### src/rtl/byte_serial_adder_pkg.sv
// Shared types and constants for the byte-serial adder controller.
package byte_serial_adder_pkg;

    localparam int BYTE_W = 8;

    typedef enum logic [1:0] {
        IDLE = 2'd0,
        RUN  = 2'd1,
        DONE = 2'd2
    } state_e;

    // Byte index width; a single-byte build still carries a 1-bit index.
    function automatic int idx_width(input int nbytes);
        int w;
        if (nbytes <= 1) begin
            w = 1;
        end else begin
            w = $clog2(nbytes);
        end
        return w;
    endfunction

endpackage

### src/rtl/byte_adder_slice.sv
// One 8-bit ripple-carry adder slice shared across all bytes of an operation.
module byte_adder_slice
    import byte_serial_adder_pkg::*;
(
    input  logic [BYTE_W-1:0] a,
    input  logic [BYTE_W-1:0] b,
    input  logic              ci,
    output logic [BYTE_W-1:0] sum,
    output logic              co
);

    logic [BYTE_W:0] carry_s;

    assign carry_s[0] = ci;

    for (genvar i = 0; i < BYTE_W; i++) begin : g_fa
        assign sum[i]       = a[i] ^ b[i] ^ carry_s[i];
        assign carry_s[i+1] = (a[i] & b[i]) | (carry_s[i] & (a[i] ^ b[i]));
    end

    assign co = carry_s[BYTE_W];

endmodule

### src/rtl/byte_serial_adder_ctrl.sv
// Wide add/subtract sequenced through one 8-bit slice, LSB byte first,
// with valid/ready handshakes on both the operand and result sides.
module byte_serial_adder_ctrl
    import byte_serial_adder_pkg::*;
#(
    parameter int NBYTES = 4
)
(
    input  logic                     clk,
    input  logic                     rst,
    input  logic                     start_valid,
    output logic                     start_ready,
    input  logic                     op_sub,
    input  logic [BYTE_W*NBYTES-1:0] a,
    input  logic [BYTE_W*NBYTES-1:0] b,
    input  logic                     ci,
    output logic                     res_valid,
    input  logic                     res_ready,
    output logic [BYTE_W*NBYTES-1:0] sum,
    output logic                     co,
    output logic                     ovf
);

    localparam int W      = BYTE_W * NBYTES;
    localparam int IDX_W  = idx_width(NBYTES);
    localparam int BASE_W = IDX_W + 3;
    localparam logic [IDX_W-1:0] LAST_IDX = IDX_W'(NBYTES - 1);

    state_e            state_r;
    state_e            state_next_s;
    logic [W-1:0]      opa_r;
    logic [W-1:0]      opb_r;
    logic [W-1:0]      sum_r;
    logic              carry_r;
    logic              co_r;
    logic              ovf_r;
    logic              start_ready_r;
    logic              res_valid_r;
    logic [IDX_W-1:0]  idx_r;
    logic [BASE_W-1:0] base_s;
    logic [BYTE_W-1:0] slice_a_s;
    logic [BYTE_W-1:0] slice_b_s;
    logic [BYTE_W-1:0] slice_sum_s;
    logic              slice_co_s;
    logic              last_s;

    // Operand byte select for the current index (byte offset = idx * 8).
    always_comb begin
        base_s    = {idx_r, 3'b000};
        slice_a_s = opa_r[base_s +: BYTE_W];
        slice_b_s = opb_r[base_s +: BYTE_W];
        last_s    = (idx_r == LAST_IDX);
    end

    byte_adder_slice u_slice (
        .a   (slice_a_s),
        .b   (slice_b_s),
        .ci  (carry_r),
        .sum (slice_sum_s),
        .co  (slice_co_s)
    );

    // Next-state decode for the IDLE/RUN/DONE sequencer.
    always_comb begin
        state_next_s = state_r;
        case (state_r)
            IDLE: begin
                if (start_valid) begin
                    state_next_s = RUN;
                end else begin
                    state_next_s = IDLE;
                end
            end
            RUN: begin
                if (last_s) begin
                    state_next_s = DONE;
                end else begin
                    state_next_s = RUN;
                end
            end
            DONE: begin
                if (res_ready) begin
                    state_next_s = IDLE;
                end else begin
                    state_next_s = DONE;
                end
            end
            default: state_next_s = IDLE;
        endcase
    end

    // State register plus handshake flags registered from the next state.
    always_ff @(posedge clk or posedge rst) begin
        if (rst) begin
            state_r       <= IDLE;
            start_ready_r <= 1'b1;
            res_valid_r   <= 1'b0;
        end else begin
            state_r       <= state_next_s;
            start_ready_r <= (state_next_s == IDLE);
            res_valid_r   <= (state_next_s == DONE);
        end
    end

    // Operand capture, byte-serial accumulation and final flags.
    always_ff @(posedge clk or posedge rst) begin
        if (rst) begin
            opa_r   <= {W{1'b0}};
            opb_r   <= {W{1'b0}};
            sum_r   <= {W{1'b0}};
            carry_r <= 1'b0;
            co_r    <= 1'b0;
            ovf_r   <= 1'b0;
            idx_r   <= {IDX_W{1'b0}};
        end else begin
            case (state_r)
                IDLE: begin
                    if (start_valid) begin
                        // Subtract is A + ~B + 1, so the carry seeds the +1.
                        opa_r   <= a;
                        opb_r   <= op_sub ? ~b : b;
                        carry_r <= op_sub ? 1'b1 : ci;
                        idx_r   <= {IDX_W{1'b0}};
                    end
                end
                RUN: begin
                    sum_r[base_s +: BYTE_W] <= slice_sum_s;
                    carry_r                 <= slice_co_s;
                    if (last_s) begin
                        co_r  <= slice_co_s;
                        ovf_r <= (opa_r[W-1] == opb_r[W-1]) &&
                                 (slice_sum_s[BYTE_W-1] != opa_r[W-1]);
                    end else begin
                        idx_r <= idx_r + {{(IDX_W-1){1'b0}}, 1'b1};
                    end
                end
                DONE: begin
                    carry_r <= carry_r;
                end
                default: begin
                    carry_r <= 1'b0;
                end
            endcase
        end
    end

    assign start_ready = start_ready_r;
    assign res_valid   = res_valid_r;
    assign sum         = sum_r;
    assign co          = co_r;
    assign ovf         = ovf_r;

endmodule
### config.mk
export PLATFORM = sky130hd
export DESIGN_NAME = byte_serial_adder_ctrl
export DESIGN_NICKNAME = d
export VERILOG_FILES = /design/src/rtl/byte_serial_adder_pkg.sv /design/src/rtl/byte_adder_slice.sv /design/src/rtl/byte_serial_adder_ctrl.sv
export SDC_FILE = /design/constraint.sdc
export NUM_CORES = 1
export LEC_CHECK = 0
export BUFFER_PORTS_ARGS = -buffer_cell sky130_fd_sc_hd__buf_2
export CORE_MARGIN = 4
export CORE_UTILIZATION = 40
export DETAILED_ROUTE_END_ITERATION = 8
export HOLD_SLACK_MARGIN = 0.1
export PLACE_DENSITY = 0.64
export SLEW_MARGIN = 20
export SYNTH_ARGS = -nofsm -noshare
export SYNTH_HDL_FRONTEND = slang
export SYNTH_SLANG_ARGS = --single-unit
### constraint.sdc
create_clock -name clk -period 6.51 [get_ports clk]
set_clock_uncertainty 0.2 [all_clocks]
set_input_delay 0 -clock clk [delete_from_list [all_inputs] [get_ports clk]]
set_output_delay 0 -clock clk [all_outputs]
set_load 0.1 [all_outputs]
==> results.txt <==
Via Count = 3489
Max Clk Rate = 0.201 GHz
Ports = 106
Die W = 118 µm
Required time of the critical path = 6.54 ns
Most frequent cells in the layout = 105 x buf_2, 104 x dfrtp_1, 68 x dlygate4sd3_1, 35 x mux2_2, 34 x nor2_1
Grt ovf = 0
Wl on met1 = 5190 µm
Die ar. = 13900 µm²
Row count = 39
Max Slew Vio Count = 0
Root Buffer = clkbuf_16
Gates resized, CTS repair = 0
Fin crit share = 76.3%
Cells after synthesis = 374
First-pass GRT wire length = 19000 µm
Number of global-route vias before repair = 3654
Cell variety after synth = 33
Vias per cell = 5.06
MaxCap Viol Count = 0
Avg Inst Size Synth = 13.0 µm²
Critical path origin = idx_r[0]
Clk_lat worst skew = 0.34 ns
Crit path kind = reg -> reg
Layout cells sized above 1 = 32.9%
Final-report setup violation count = 0
Starting Density = 41.6%
Core ar. = 11700 µm²
Arrival @ worst endpoint = 5.00 ns
Simple-gate portion of the synthesized area = 6.01%
Min Tclk post-route = 4.97 ns
Final nets = 626
Placed Instance Area = 5480 µm²
Worst hold path class = in -> async
Layout area overhead = 33.1%
Commonest non-fill, non-tap cell in the layout = buf_2
Share of the yosys chip area belonging to registers = 54.2%
Worst-path clk slew = 0.07 ns
Mapped Area = 4850 µm²
Worst-path maximum fanout = 10
Worst setup endpoint = ovf
Clk sinks = 105
TritonCTS Buffers = 9
Placed instance count = 606
RSZ-0062 raised after global routing = no
Largest family of logic cells by synthesized area = multiplexers
Worst-Margin Slew = 0.885 ns
CTS H-tree depth = 3
Multiplexer share of the synthesized area = 15.6%
Synth Register Bits = 105
Synth Area in Adders = 4.85%
WL met2 = 5520 µm
Finished Layout Cells = 690
Initial DRC count = 214
Largest net degree at the start of global routing = 70
Ant. Diodes = 0
Max Used Layer = met4
WL final = 11500 µm
Worst setup EP type = flop
Synth Area in XOR/XNOR = 5.78%
Worst slew margin = 41.0%
Yosys warning total = 0
CP Launch Type = flop
Final hold violations = 0
CTS tree = done
Critical R2R Capture = ovf
Initial antenna violation count = 0
DRC Markers = 0
Design area = 6450 µm²
First drt pass iteration count = 4
DP HPWL = 8220 µm
Wirelength per Cell = 16.7 µm
Total setup buffers inserted after CTS = 0
Post-DRT Antenna Nets = 0
Port bufs = 105
WL met3 = 634 µm
GRT Total Usage = 17.0%
Die Ht = 118 µm
Bufs on Longest Clock Path = 2
Routability cong. = 0.780
Reg-to-reg slack, setup = 1.54 ns
Mapped Nets = 458
Outcome = finished, final reports clean
Final core utilization = 55.3%
TNS Setup = 0 ns
Worst R2R Path Depth = 14
Synth Area in Compound Gates = 9.68%
RR Startpoint = idx_r[0]
[registers in the layout, summed over array words and instances, names as in the netlist]
register and flops:
state_r 2, co 1, res_valid 1, idx_r 2
opa_r 32, start_ready 1, ovf 1, carry_r 1
opb_r 32, sum 32
[through the flow]
stage | hold WS (ns) | setup slack (ns)
final | 0.0822 | 1.54
after global routing | 0.151 | 1.25
after CTS | 0.102 | 1.50
after detailed placement | -0.0713 | 1.51
after global placement | -0.0792 | 1.60
after floorplan | -0.0487 | 1.68
[worst min path at each step]
stage / startpoint / to / cells after the start
global placement: rst / sum[29] / 2
floorplan: start_valid / start_ready / 2
CTS: rst / sum[29] / 3
finish: rst / sum[29] / 3
global route: rst / sum[29] / 3
detailed placement: rst / sum[29] / 2
[timing repair]
| action | 4_1_cts | 5_1_grt |
|---|---|---|
| endpoints found under the setup margin | 0 | 0 |
| hold buffers | 68 | 0 |
| hold endpoints to repair | 118 | 0 |
[cells in the mapped netlist]
cell       instances  area (µm²)
nand3_1            1        5.00
nor4b_1            1        8.76
nor3b_4            1        18.8
and4bb_2           1        12.5
nor3b_1            1        7.51
nand2b_1           2        12.5
fa_1               8         160
nor2b_1            2        12.5
a22o_1             4        35.0
inv_1             21        78.8
mux2_2            35         394
o2bb2ai_1         28         245
buf_6              1        11.3
xnor2_1           32         280
nand4_1            1        6.26
a21oi_1           33         165
and3_1             1        6.26
o22ai_1            1        6.26
dfrtp_1          104        2600
clkbuf_1           5        18.8
nand2_1           12        45.0
o31ai_1            1        7.51
mux4_2            16         360
nor4_1             1        6.26
or4_1              1        7.51
buf_2             13        65.1
o21ai_0            2        10.0
nor2_1            34         128
dfstp_2            1        26.3
buf_4              2        15.0
or3_2              1        7.51
ha_1               6        75.1
nand3b_1           1        7.51
[area by class of cell]
type / instances / area (µm²)
Inverter: 21 / 81.3
Multi-Input combinational cell: 227 / 2030
Fill cell: 977 / 5210
Clock buffer: 11 / 233
Tap cell: 143 / 179
Clock inverter: 5 / 56.3
Sequential cell: 105 / 2630
Timing Repair Buffer: 178 / 1240
[cell families after synthesis]
| family | count (synthesis) |
|---|---|
| compound gates | 69 |
| xor+xnor | 32 |
| fa+ha+maj | 14 |
| buf+inv | 42 |
| flops | 105 |
| mux | 51 |
| simple gates | 61 |
[layer usage]
metal	track usage, %	vias up
met2	27.5	108
met3	4.76	13
li1	-	1650
met5	0	-
met4	3.66	0
met1	23.1	1718
[worst max-delay path, stage by stage, from the launching register on]
cell	delay, ns
dfrtp_1	0.71
mux4_2	0.33
inv_1	0.06
fa_1	0.40
fa_1	0.39
fa_1	0.40
fa_1	0.40
fa_1	0.39
fa_1	0.39
inv_1	0.08
fa_1	0.18
fa_1	0.49
nand2b_1	0.12
o22ai_1	0.07
mux2_2	0.26
Power is left out: the tool's default activity adds up to more than one toggle a clock period on the data nets, which glitch-free logic cannot reach.
